File: src/rtl/alarm_controller_if.sv
// Signal bundle between the timekeeping/button front end and the alarm controller.
// master drives time, alarm setting and buttons; slave (the controller) returns the alarm status.
interface alarm_controller_if #(
  parameter int SNZ_W = 4
);
  logic             sec_tick;
  logic [4:0]       cur_hour;
  logic [5:0]       cur_min;
  logic [4:0]       alarm_hour;
  logic [5:0]       alarm_min;
  logic             alarm_enable;
  logic             snooze_btn;
  logic             stop_btn;
  logic             sound_alarm;
  logic             snooze_active;
  logic [1:0]       alarm_state;
  logic [SNZ_W-1:0] snooze_count;

  modport master (
    output sec_tick, cur_hour, cur_min, alarm_hour, alarm_min,
           alarm_enable, snooze_btn, stop_btn,
    input  sound_alarm, snooze_active, alarm_state, snooze_count
  );

  modport slave (
    input  sec_tick, cur_hour, cur_min, alarm_hour, alarm_min,
           alarm_enable, snooze_btn, stop_btn,
    output sound_alarm, snooze_active, alarm_state, snooze_count
  );
endinterface

File: src/rtl/alarm_controller.sv
// Alarm ring/snooze/dismiss controller driven by the one-second tick.
// Optional macro ALARM_SNOOZE_LIMIT_EN caps the snoozes per alarm event at MAX_SNOOZE.
//
//   state   | meaning
//   IDLE    | armed or disarmed, waiting for the alarm minute
//   RINGING | sound_alarm high, counting seconds toward auto-dismiss
//   SNOOZE  | silenced, counting down to the next ring
//   HOLDOFF | event finished, waiting for the alarm minute to pass
module alarm_controller #(
  parameter int RING_TIMEOUT = 60,
  parameter int SNOOZE_SEC   = 300,
  parameter int MAX_SNOOZE   = 3,
  parameter int TMR_W        = 9,
  parameter int SNZ_W        = 4
) (
  input  logic             clk,
  input  logic             reset,
  alarm_controller_if.slave bus
);

  typedef enum logic [1:0] {
    S_IDLE    = 2'b00,
    S_RINGING = 2'b01,
    S_SNOOZE  = 2'b10,
    S_HOLDOFF = 2'b11
  } state_t;

  // Elaboration guards against counters too narrow for the chosen parameters.
  if ((RING_TIMEOUT >= (1 << TMR_W)) || (SNOOZE_SEC >= (1 << TMR_W))) begin : g_tmr_chk
    $error("TMR_W too narrow for RING_TIMEOUT/SNOOZE_SEC");
  end
  if (MAX_SNOOZE >= (1 << SNZ_W)) begin : g_snz_chk
    $error("MAX_SNOOZE does not fit in snooze_count");
  end

  localparam logic [TMR_W-1:0] RING_LAST  = TMR_W'(RING_TIMEOUT - 1);
  localparam logic [TMR_W-1:0] SNOOZE_LD  = TMR_W'(SNOOZE_SEC);
  localparam logic [SNZ_W-1:0] SNZ_SAT    = '1;

  state_t           state_q, state_d;
  logic [TMR_W-1:0] timer_q, timer_d;
  logic [SNZ_W-1:0] snz_cnt_q, snz_cnt_d;
  logic             sound_q, sound_d;
  logic             snz_act_q, snz_act_d;
  logic             match;
  logic             snooze_ok;

  always_comb begin
    match = (bus.cur_hour == bus.alarm_hour) && (bus.cur_min == bus.alarm_min);
`ifdef ALARM_SNOOZE_LIMIT_EN
    snooze_ok = (snz_cnt_q < SNZ_W'(MAX_SNOOZE));
`else
    snooze_ok = 1'b1;
`endif
  end

  always_comb begin
    state_d   = state_q;
    timer_d   = timer_q;
    snz_cnt_d = snz_cnt_q;
    case (state_q)
      S_IDLE: begin
        if (bus.alarm_enable && match) begin
          state_d   = S_RINGING;
          timer_d   = '0;
          snz_cnt_d = '0;
        end
      end
      S_RINGING: begin
        // A button handled this cycle swallows any coincident tick.
        if (!bus.alarm_enable || bus.stop_btn) begin
          state_d = S_HOLDOFF;
        end else if (bus.snooze_btn && snooze_ok) begin
          state_d = S_SNOOZE;
          timer_d = SNOOZE_LD;
          if (snz_cnt_q != SNZ_SAT) snz_cnt_d = snz_cnt_q + 1'b1;
        end else if (bus.sec_tick) begin
          if (timer_q == RING_LAST) state_d = S_HOLDOFF;
          else                      timer_d = timer_q + 1'b1;
        end
      end
      S_SNOOZE: begin
        if (!bus.alarm_enable || bus.stop_btn) begin
          state_d = S_HOLDOFF;
        end else if (bus.sec_tick) begin
          if (timer_q == TMR_W'(1)) begin
            state_d = S_RINGING;
            timer_d = '0;
          end else begin
            timer_d = timer_q - 1'b1;
          end
        end
      end
      S_HOLDOFF: begin
        if (!match) state_d = S_IDLE;
      end
      default: state_d = S_IDLE;
    endcase
    sound_d   = (state_d == S_RINGING);
    snz_act_d = (state_d == S_SNOOZE);
  end

  always_ff @(posedge clk) begin
    if (reset) begin
      state_q   <= S_IDLE;
      timer_q   <= '0;
      snz_cnt_q <= '0;
      sound_q   <= 1'b0;
      snz_act_q <= 1'b0;
    end else begin
      state_q   <= state_d;
      timer_q   <= timer_d;
      snz_cnt_q <= snz_cnt_d;
      sound_q   <= sound_d;
      snz_act_q <= snz_act_d;
    end
  end

  assign bus.sound_alarm   = sound_q;
  assign bus.snooze_active = snz_act_q;
  assign bus.alarm_state   = state_q;
  assign bus.snooze_count  = snz_cnt_q;

endmodule

File: src/flat_wrapper.sv
// flat-port wrapper written by rule: the top's interface ports become plain ports
module alarm_controller_flat 
#(
  parameter int RING_TIMEOUT = 60,
  parameter int SNOOZE_SEC   = 300,
  parameter int MAX_SNOOZE   = 3,
  parameter int TMR_W        = 9,
  parameter int SNZ_W        = 4
)
  (clk, reset, bus_sec_tick, bus_cur_hour, bus_cur_min, bus_alarm_hour, bus_alarm_min, bus_alarm_enable, bus_snooze_btn, bus_stop_btn, bus_sound_alarm, bus_snooze_active, bus_alarm_state, bus_snooze_count);
  alarm_controller_if #(.SNZ_W(SNZ_W)) bus_i ();
  input  logic clk;
  input  logic reset;
  input wire logic [$bits(bus_i.sec_tick)-1:0] bus_sec_tick;
  input wire logic [$bits(bus_i.cur_hour)-1:0] bus_cur_hour;
  input wire logic [$bits(bus_i.cur_min)-1:0] bus_cur_min;
  input wire logic [$bits(bus_i.alarm_hour)-1:0] bus_alarm_hour;
  input wire logic [$bits(bus_i.alarm_min)-1:0] bus_alarm_min;
  input wire logic [$bits(bus_i.alarm_enable)-1:0] bus_alarm_enable;
  input wire logic [$bits(bus_i.snooze_btn)-1:0] bus_snooze_btn;
  input wire logic [$bits(bus_i.stop_btn)-1:0] bus_stop_btn;
  output wire logic [$bits(bus_i.sound_alarm)-1:0] bus_sound_alarm;
  output wire logic [$bits(bus_i.snooze_active)-1:0] bus_snooze_active;
  output wire logic [$bits(bus_i.alarm_state)-1:0] bus_alarm_state;
  output wire logic [$bits(bus_i.snooze_count)-1:0] bus_snooze_count;
  assign bus_i.sec_tick = bus_sec_tick;
  assign bus_i.cur_hour = bus_cur_hour;
  assign bus_i.cur_min = bus_cur_min;
  assign bus_i.alarm_hour = bus_alarm_hour;
  assign bus_i.alarm_min = bus_alarm_min;
  assign bus_i.alarm_enable = bus_alarm_enable;
  assign bus_i.snooze_btn = bus_snooze_btn;
  assign bus_i.stop_btn = bus_stop_btn;
  assign bus_sound_alarm = bus_i.sound_alarm;
  assign bus_snooze_active = bus_i.snooze_active;
  assign bus_alarm_state = bus_i.alarm_state;
  assign bus_snooze_count = bus_i.snooze_count;
  alarm_controller #(.RING_TIMEOUT(RING_TIMEOUT), .SNOOZE_SEC(SNOOZE_SEC), .MAX_SNOOZE(MAX_SNOOZE), .TMR_W(TMR_W), .SNZ_W(SNZ_W)) u_core (.clk(clk), .reset(reset), .bus(bus_i));
endmodule
File: config.mk
export PLATFORM = sky130hd
export DESIGN_NAME = alarm_controller_flat
export DESIGN_NICKNAME = d
export VERILOG_FILES = /design/src/rtl/alarm_controller_if.sv /design/src/rtl/alarm_controller.sv /design/src/flat_wrapper.sv
export SDC_FILE = /design/constraint.sdc
export NUM_CORES = 1
export LEC_CHECK = 0
export CAP_MARGIN = 20
export CORE_ASPECT_RATIO = 1.4
export CORE_MARGIN = 5
export CORE_UTILIZATION = 46
export CTS_BUF_LIST = sky130_fd_sc_hd__clkbuf_4
export DETAILED_ROUTE_END_ITERATION = 8
export PLACE_DENSITY = 0.78
export SYNTH_ARGS = -nofsm -noshare
export SYNTH_HDL_FRONTEND = slang
export SYNTH_SLANG_ARGS = --single-unit
File: constraint.sdc
create_clock -name clk -period 2 [get_ports clk]
set_clock_uncertainty 0.15 [all_clocks]
set_input_delay 0.4 -clock clk [delete_from_list [all_inputs] [get_ports clk]]
set_output_delay 0.4 -clock clk [all_outputs]
set_load 0.02 [all_outputs]
==> results of run 1 <==
routing by layer:
| layer | share of wire | wire length, µm | track usage | vias to the layer above |
|---|---|---|---|---|
| li1 | - | - | - | 905 |
| met2 | 0.49 | 3470 | 0.506 | 174 |
| met4 | 0.057 | 403 | 0.176 | 0 |
| met3 | 0.10 | 731 | 0.0515 | 46 |
| met5 | 0 | 0 | 0 | - |
| met1 | 0.35 | 2440 | 0.257 | 969 |
final cells by class:
cell class / instances / area [µm²]
multi-input combinational: 158 / 1420
inverter: 9 / 37.5
clock buffer: 4 / 30.0
sequential: 17 / 359
tap: 39 / 48.8
fill: 175 / 519
timing repair buffer: 91 / 711
through the flow:
step	setup WS [ns]	TNS, ns
2_1_floorplan	-0.0817	-0.286
3_3_place_gp	-0.661	-9.18
3_5_place_dp	-0.686	-9.58
4_1_cts	0.00115	0
5_1_grt	-0.137	-1.13
6_report	-0.0577	-0.380
kinds of logic (layout without fill, tap and decap cells):
family,after synthesis,after routing
compound gates,55,55
simple gates,78,79
buf+inv,16,104
xor+xnor,15,15
fa+ha+maj,9,9
flops,17,17
synth_stat cells, drive strengths merged (3+ instances only):
cell    number
nor3         8
nand2       24
xnor2       13
a211oi       3
a31oi        5
dfxtp       17
a21oi       11
ha           9
a22oi        4
inv          8
nor4         4
buf          4
o22ai        4
o21ai       10
nor2         4
nor2b        3
and3         7
a221o        4
nand4        4
nand3       11
how the worst min path moves through the flow:
stage / start / endpoint / slack [ns]
floorplan: u_core.timer_q[7]$_SDFFE_PP0P_ / u_core.timer_q[7]$_SDFFE_PP0P_ / 0.34
global placement: u_core.bus.snooze_count[1]$_SDFFE_PP0P_ / u_core.bus.snooze_count[1]$_SDFFE_PP0P_ / 0.35
detailed placement: u_core.bus.snooze_count[1]$_SDFFE_PP0P_ / u_core.bus.snooze_count[1]$_SDFFE_PP0P_ / 0.37
CTS: u_core.bus.snooze_count[1]$_SDFFE_PP0P_ / u_core.bus.snooze_count[1]$_SDFFE_PP0P_ / 0.38
global route: u_core.timer_q[4]$_SDFFE_PP0P_ / u_core.timer_q[4]$_SDFFE_PP0P_ / 0.43
finish: u_core.timer_q[4]$_SDFFE_PP0P_ / u_core.timer_q[4]$_SDFFE_PP0P_ / 0.37
power by group:
| part | internal, mW | switching (mW) |
|---|---|---|
| Sequential | 0.335 | 0.00155 |
| Combinational | 0.0955 | 0.0982 |
| Clock | 0.0915 | 0.132 |
| Total | 0.522 | 0.232 |
state kept, by name (all words and copies together) (netlist names):
| register | cells |
|---|---|
| u_core.bus.snooze_active | 1 |
| u_core.bus.sound_alarm | 1 |
| u_core.timer_q | 9 |
| u_core.bus.snooze_count | 4 |
| u_core.bus.alarm_state | 2 |
timing repair:
action                                  CTS  global route
pin swaps                                23            33
gates cloned                              1             0
setup buffers                             5             8
resized for setup                        66            84
endpoints found under the setup margin   17            19
endpoints found under the hold margin     0             0
worst max-delay path, stage by stage (launching register included):
cell,delay (ns)
dfxtp_4,0.38
inv_4,0.05
ha_4,0.18
buf_6,0.12
a211oi_2,0.27
a31oi_2,0.09
or3b_4,0.44
a32o_1,0.28
==> run_results.csv, run 1 <==
group,metric,value,unit
drt,postRouteWirelength,7.04,mm
clock_tree,cts_made_buffers,3,
critical_path,r2r_setup_slack,-0.06,ns
timing,fmax,486,MHz
drt,wire_per_inst,22.1,µm
critical_path,r2r-start,"u_core.bus.alarm_state[1]$_SDFF_PP0_",
hold_path,hold_depth,2,
power_and_ir_drop,power_density,289,nW/µm²
synth,synth-compound-area-share,0.270,
grt,antenna_found_initial,0,
timing,maxSlewHeadroom,0.646,
drt,postRouteAntennaNets,0,
synth,synth_edf_count,0,
power_and_ir_drop,power.leakage,1.16,nW
synth,yosysTopAreaCellShare,0.228,
clock_tree,path_clk_slew,0.12,ns
synth,ys_warn_count,0,
synth,synthAdderAreaFrac,0.0753,
critical_path,rr_endpoint,"u_core.timer_q[5]$_SDFFE_PP0P_",
synth,synth-simple-area-share,0.288,
synth,muxShareOfSynthArea,0,
timing,holdWs,0.366,ns
timing,setup_slack,-0.0577,ns
die,rows,24,
cells_and_area,fin_util,0.834,
place,place_area,2240,µm²
cells_and_area,mostFrequentLayoutCell,"buf_4",
critical_path,cp.arrival,2.12,ns
status,status,"finished with violations",
synth,synth.area.top_cells,"dfxtp_1 23%, xnor2_1 7.6%, ha_1 7.5%",
timing,worstMarginPinSlew,0.523,ns
synth,synth-main-ff-cell,"dfxtp_1",
clock_tree,insertion_delay,0.31,ns
cells_and_area,final_nets,317,
cells_and_area,fin_area,2600,µm²
cells_and_area,n_antenna_cell,0,
critical_path,start_kind,"flop",
power_and_ir_drop,irDropWorstVdd,278,µV
synth,ys_seq_area_frac,0.228,
place,place_inst,301,
place,portBuffers,35,
clock_tree,cts_max_path_buffers,2,
place,gp_congestion,0.970,
power_and_ir_drop,p_total,0.754,mW
die,coreArea,3120,µm²
critical_path,cp.required,2.06,ns
place,place_hpwl,4.27,mm
synth,syn_avg_cell_area,7.87,µm²
grt,grt_pass1_wl,9.46,mm
grt,grt_max_degree,15,
synth,synth_seq_cells,17,
critical_path,reg2reg_depth,7,
critical_path,crit_start,"u_core.bus.alarm_state[1]$_SDFF_PP0_",
clock_tree,cts_hold_buf,0,
drt,drc,0,
clock_tree,htreeDepth,1,
synth,synth_top_cell_by_area,"dfxtp_1",
timing,rsz0062_at_grt,"yes",
cells_and_area,drive_gt1_frac,0.548,
synth,synth_area,1500,µm²
die,io_pins,36,
grt,grt-ovfl-total,0,
hold_path,hp-class,"flop to flop",
drt,vias,2094,
synth,async_reset_ff_frac,0,
timing,slew_violations,0,
flow_run,cap_violations,0,
grt,grt_usage,0.270,
cells_and_area,area_delta_synth_final,74.1,%
cells_and_area,mostFrequentLayoutCells,"47 x buf_4, 19 x nand2_1, 19 x clkbuf_2",
synth,synth-xor-area-share,0.0879,
drt,routed_via_density,6.58,
die,start_util,0.479,
timing,finalCriticalPeriod,2.06,ns
grt,grt_pass1_vias,2053,
drt,dr.first_iter.drc_count,160,
critical_path,path_max_fanout,5,
clock_tree,root_buffer,"clkbuf_4",
synth,ys_types,50,
timing,hold_viol_final,0,
cells_and_area,fin_cells,318,
status,violations,"setup timing",
die,die_area,4510,µm²
timing,finalSetupViolCount,10,
critical_path,endpoint,"u_core.timer_q[5]$_SDFFE_PP0P_",
clock_tree,clock-sinks,17,
synth,synth_top_family_by_area,"simple AND/OR/NAND/NOR gates",
drt,dr.pass1.iters,5,
critical_path,crit_type,"flop to flop",
die,die_h,77.5,µm
synth,syn_inst,190,
critical_path,crit_path_end_kind,"flop",
clock_tree,cts_tree,"built",
die,die_w,58.2,µm
synth,syn_nets,227,
timing,fin_crit_sh,1.03,
Power figures use the tool's default switching activity.
==> run 2: changes to the inputs <==
--- a/config.mk
+++ b/config.mk
@@ -9,7 +9,7 @@
 export CORE_ASPECT_RATIO = 1.4
 export CORE_MARGIN = 5
 export CORE_UTILIZATION = 46
-export CTS_BUF_LIST = sky130_fd_sc_hd__clkbuf_4
+export CTS_BUF_LIST = sky130_fd_sc_hd__clkbuf_8
 export DETAILED_ROUTE_END_ITERATION = 8
 export PLACE_DENSITY = 0.78
 export SYNTH_ARGS = -nofsm -noshare
==> run 2 against run 1 <==
Compared with the run above:
- the flow still finishes with violations (setup timing)
- via count down 2.0%
- sequential cell count unchanged
- sequential power hardly changed
- combinational power up 5%
- worst setup slack lost 0.054 ns
- register-to-register slack worse by 0.04 ns
- sequential share of layout area fell by 0.22 points
- utilization up 0.20 points
- global-route usage down 0.61 points
- clock power up 27%
- highest routed layer unchanged
==> run_results.csv, run 2 (synthesis results as in run 1) <==
group,metric,value,unit
status,status,"finished with violations",
drt,vias,2053,
place,place_hpwl,4.27,mm
timing,fmax,474,MHz
place,portBuffers,35,
die,io_pins,36,
cells_and_area,largest-register,"u_core.timer_q",
clock_tree,htreeDepth,1,
die,die_w,58.2,µm
cells_and_area,fillers,176,
die,die_h,77.5,µm
drt,wire_per_inst,22.3,µm
power_and_ir_drop,power_density,316,nW/µm²
critical_path,path_max_fanout,5,
drt,postRouteAntennaNets,0,
drt,routed_via_density,6.58,
clock_tree,cts_hold_buf,0,
status,violations,"setup timing",
timing,finalCriticalPeriod,2.11,ns
cells_and_area,largest_reg_flops,9,
critical_path,crit_path_end_kind,"flop",
grt,grt-ovfl-total,0,
clock_tree,cts_tree,"built",
clock_tree,cts_max_path_buffers,2,
cells_and_area,mostFrequentLayoutCells,"44 x buf_4, 21 x nand2_1, 13 x buf_6",
critical_path,crit_type,"input pin to flop",
timing,finalSetupViolCount,12,
hold_path,hp-class,"flop to flop",
cells_and_area,multiInputGateArea,1430,µm²
cells_and_area,drive_gt1_frac,0.520,
timing,maxSlewHeadroom,0.698,
power_and_ir_drop,power.leakage,1.07,nW
cells_and_area,n_antenna_cell,0,
drt,drc,0,
cells_and_area,seq_area,354,µm²
clock_tree,insertion_delay,0.27,ns
cells_and_area,fin_cells,312,
timing,setup_slack,-0.111,ns
cells_and_area,area_delta_synth_final,74.6,%
critical_path,cp.arrival,2.12,ns
timing,fin_crit_sh,1.06,
timing,worstMarginPinSlew,0.451,ns
timing,slew_violations,0,
place,place_ws,-0.686,ns
timing,hold_viol_final,0,
place,gp_congestion,0.970,
clock_tree,cts_made_buffers,3,
grt,grt_usage,0.264,
die,die_area,4510,µm²
place,place_inst,301,
drt,dr.first_iter.drc_count,134,
clock_tree,path_clk_slew,0.08,ns
flow_run,cap_violations,0,
drt,dr.pass1.iters,5,
critical_path,start_kind,"input pin",
clock_tree,clock-sinks,17,
grt,grt_max_degree,15,
timing,rsz0062_at_grt,"yes",
drt,postRouteWirelength,6.95,mm
timing,holdWs,0.368,ns
critical_path,cp.required,2.01,ns
die,start_util,0.479,
clock_tree,root_buffer,"clkbuf_8",
die,rows,24,
cells_and_area,mostFrequentLayoutCell,"buf_4",
grt,antenna_found_initial,0,
cells_and_area,final_nets,311,
power_and_ir_drop,irDropWorstVdd,274,µV
grt,grt_pass1_vias,1996,
die,coreArea,3120,µm²
grt,grt_pass1_wl,9.32,mm
[run 2: final timing paths]
check | from | to | slack [ns] | cells past startpoint
hold reg to reg | u_core.bus.snooze_count[1]$_SDFFE_PP0P_ | u_core.bus.snooze_count[1]$_SDFFE_PP0P_ | 0.37 | 2
hold / removal | u_core.bus.snooze_count[1]$_SDFFE_PP0P_ | u_core.bus.snooze_count[1]$_SDFFE_PP0P_ | 0.37 | 2
setup / recovery | bus_sec_tick | u_core.timer_q[5]$_SDFFE_PP0P_ | -0.11 | 5
setup reg to reg | u_core.bus.alarm_state[0]$_SDFF_PP0_ | u_core.timer_q[7]$_SDFFE_PP0P_ | -0.10 | 9
[run 2: final cells by class]
class | count | share of cell area
multi-input combinational | 158 | 0.548
sequential | 17 | 0.136
timing repair buffer | 85 | 0.266
clock inverter | 1 | 0.00144
tap | 39 | 0.0187
inverter | 9 | 0.0149
clock buffer | 3 | 0.0158
[run 2: through the flow]
stage | utilization | total power, mW | area (µm²) | TNS [ns]
5_1_grt | 0.836 | 0.839 | 2610 | -1.54
3_5_place_dp | 0.718 | 0.519 | 2240 | -9.58
6_report | 0.836 | 0.825 | 2610 | -0.690
2_1_floorplan | - | 0.419 | 1560 | -0.286
3_3_place_gp | 0.718 | 0.514 | 2240 | -9.18
4_1_cts | 0.759 | 0.778 | 2370 | -0.0868
[run 2: report_power, final]
group	total (mW)	internal [mW]	switching, mW
Sequential	0.337	0.335	0.00140
Clock	0.285	0.137	0.148
Combinational	0.204	0.107	0.0965
[run 2: critical path, stage by stage]
cell	delay, ns
clkdlybuf4s50_1	0.71
o22ai_4	0.15
buf_4	0.16
or3b_4	0.44
a32o_1	0.25
[run 2: repair_timing]
action,CTS,global route
setup endpoints to repair,17,17
buffers inserted,4,2
cloned,1,0
gates resized for setup,98,69
pin swaps,25,35
[run 2: metal layers]
layer  share of wire  GRT usage
met5               0          0
met4           0.072      0.148
met3            0.10     0.0498
met2            0.49      0.497
met1            0.33      0.259
==> run 3: changes to the inputs <==
--- a/config.mk
+++ b/config.mk
@@ -15,3 +15,4 @@
 export SYNTH_ARGS = -nofsm -noshare
 export SYNTH_HDL_FRONTEND = slang
 export SYNTH_SLANG_ARGS = --single-unit
+export TNS_END_PERCENT = 10
==> run 3 against run 2 <==
Compared with the run above:
- combinational power shrank 5%
- maximum frequency grew 2.8%
- critical endpoint is now u_core.timer_q[8]$_SDFFE_PP0P_
- via count shrank 6.3%
- the flow still finishes with violations (setup timing)
- wire length shrank 14%
- largest power group unchanged
==> run_results.csv, run 3 (synthesis results as in run 1) <==
group,metric,value,unit
status,violations,"setup timing",
drt,drc,0,
place,place_hpwl,4.30,mm
cells_and_area,largest_reg_flops,9,
grt,grt_pass1_wl,9.53,mm
cells_and_area,drive_gt1_frac,0.452,
timing,fmax,487,MHz
cells_and_area,mostFrequentLayoutCell,"buf_4",
critical_path,cp.required,2.01,ns
clock_tree,root_buffer,"clkbuf_8",
critical_path,r2r_setup_slack,-0.05,ns
drt,vias,1924,
drt,routed_via_density,6.23,
drt,postRouteAntennaNets,0,
clock_tree,cts_made_buffers,3,
cells_and_area,final_nets,308,
critical_path,start_kind,"input pin",
place,portBuffers,35,
power_and_ir_drop,power_density,328,nW/µm²
clock_tree,cts_hold_buf,0,
cells_and_area,fin_cells,309,
place,place_inst,301,
critical_path,rr_endpoint,"u_core.timer_q[0]$_SDFFE_PP0P_",
critical_path,cp.arrival,2.06,ns
grt,grt_usage,0.271,
die,coreArea,3120,µm²
clock_tree,path_clk_slew,0.07,ns
cells_and_area,mostFrequentLayoutCells,"45 x buf_4, 23 x nand2_1, 15 x buf_2",
place,gp_congestion,0.942,
hold_path,hp-class,"flop to flop",
clock_tree,cts_tree,"built",
die,die_area,4510,µm²
hold_path,worst_hold_startpoint,"u_core.bus.snooze_count[1]$_SDFFE_PP0P_",
die,io_pins,36,
clock_tree,insertion_delay,0.26,ns
critical_path,path_max_fanout,6,
timing,finalSetupViolCount,10,
place,place_area,2240,µm²
die,rows,24,
power_and_ir_drop,p_total,0.803,mW
cells_and_area,fin_area,2450,µm²
hold_path,hold_depth,2,
critical_path,r2r-start,"u_core.bus.alarm_state[1]$_SDFF_PP0_",
timing,finalCriticalPeriod,2.05,ns
timing,setup_slack,-0.0540,ns
clock_tree,cts_max_path_buffers,2,
timing,worstMarginPinSlew,0.421,ns
power_and_ir_drop,irDropWorstVdd,355,µV
grt,grt_max_degree,13,
critical_path,crit_path_end_kind,"flop",
drt,dr.pass1.iters,5,
drt,postRouteWirelength,5.98,mm
timing,tns,-0.313,ns
clock_tree,clock-sinks,17,
timing,fin_crit_sh,1.03,
status,status,"finished with violations",
cells_and_area,largest-register,"u_core.timer_q",
timing,holdWs,0.378,ns
timing,slew_violations,0,
die,die_h,77.5,µm
cells_and_area,fillers,218,
grt,grt_pass1_vias,2057,
timing,hold_viol_final,0,
die,die_w,58.2,µm
grt,antenna_found_initial,0,
die,start_util,0.479,
critical_path,reg2reg_depth,10,
timing,rsz0062_at_grt,"yes",
flow_run,cap_violations,0,
cells_and_area,n_antenna_cell,0,
critical_path,crit_type,"input pin to flop",
cells_and_area,area_delta_synth_final,63.6,%
grt,grt-ovfl-total,0,
hold_path,hold_end,"u_core.bus.snooze_count[1]$_SDFFE_PP0P_",
clock_tree,htreeDepth,1,
drt,wire_per_inst,19.4,µm
drt,dr.first_iter.drc_count,112,
power_and_ir_drop,power.leakage,1.05,nW
timing,maxSlewHeadroom,0.718,
-- run 3: area by class of cell --
class                      instances  area (µm²)  share of cell area
multi-input combinational        158        1330               0.542
inverter                           9        36.3              0.0148
timing repair buffer              82         641               0.262
clock buffer                       3        41.3              0.0169
sequential                        17         349               0.143
tap                               39        48.8              0.0199
clock inverter                     1        3.75             0.00153
-- run 3: repair_timing --
action                                  CTS  global route
buffers inserted                          2             1
endpoints found under the setup margin   17            17
gates cloned                              1             0
pin swaps                                20             7
gates resized for setup                 114            23
-- run 3: layer usage --
metal	vias up	part of all wire	wire length [µm]	global-route usage
met4	0	0.046	274	0.165
met5	-	0	0	0
li1	886	-	-	-
met2	106	0.54	3200	0.511
met3	26	0.076	452	0.0482
met1	906	0.34	2050	0.262
-- run 3: how the worst max path moves through the flow --
stage / startpoint / endpoint / slack (ns) / depth (start not counted)
after floorplan: bus_alarm_min[4] / u_core.timer_q[5]$_SDFFE_PP0P_ / -0.08 / 6
after global placement: bus_alarm_min[4] / u_core.timer_q[8]$_SDFFE_PP0P_ / -0.70 / 6
after detailed placement: bus_alarm_min[4] / u_core.timer_q[8]$_SDFFE_PP0P_ / -0.80 / 6
after CTS: bus_alarm_enable / u_core.bus.sound_alarm$_SDFF_PP0_ / -0.03 / 8
after global routing: u_core.bus.alarm_state[1]$_SDFF_PP0_ / u_core.timer_q[0]$_SDFFE_PP0P_ / -0.11 / 10
final: bus_cur_hour[0] / u_core.timer_q[8]$_SDFFE_PP0P_ / -0.05 / 6
-- run 3: through the flow --
stage          utilization  worst slack, ns
2_1_floorplan            -          -0.0820
3_3_place_gp         0.718           -0.696
3_5_place_dp         0.718           -0.805
4_1_cts              0.751          -0.0259
5_1_grt              0.783           -0.114
6_report             0.783          -0.0540
-- run 3: critical path, cell delays in order --
cell and delay [ns]:
buf_4 0.12, xnor2_2 0.18, nand2_2 0.11, o41ai_4 0.50, or3b_4 0.48, a32o_1 0.26
-- run 3: where the power goes --
part	leakage (nW)	internal, mW	switching [mW]
clock network	0.0269	0.137	0.135
registers	0.139	0.337	0.00138
logic	0.884	0.102	0.0914
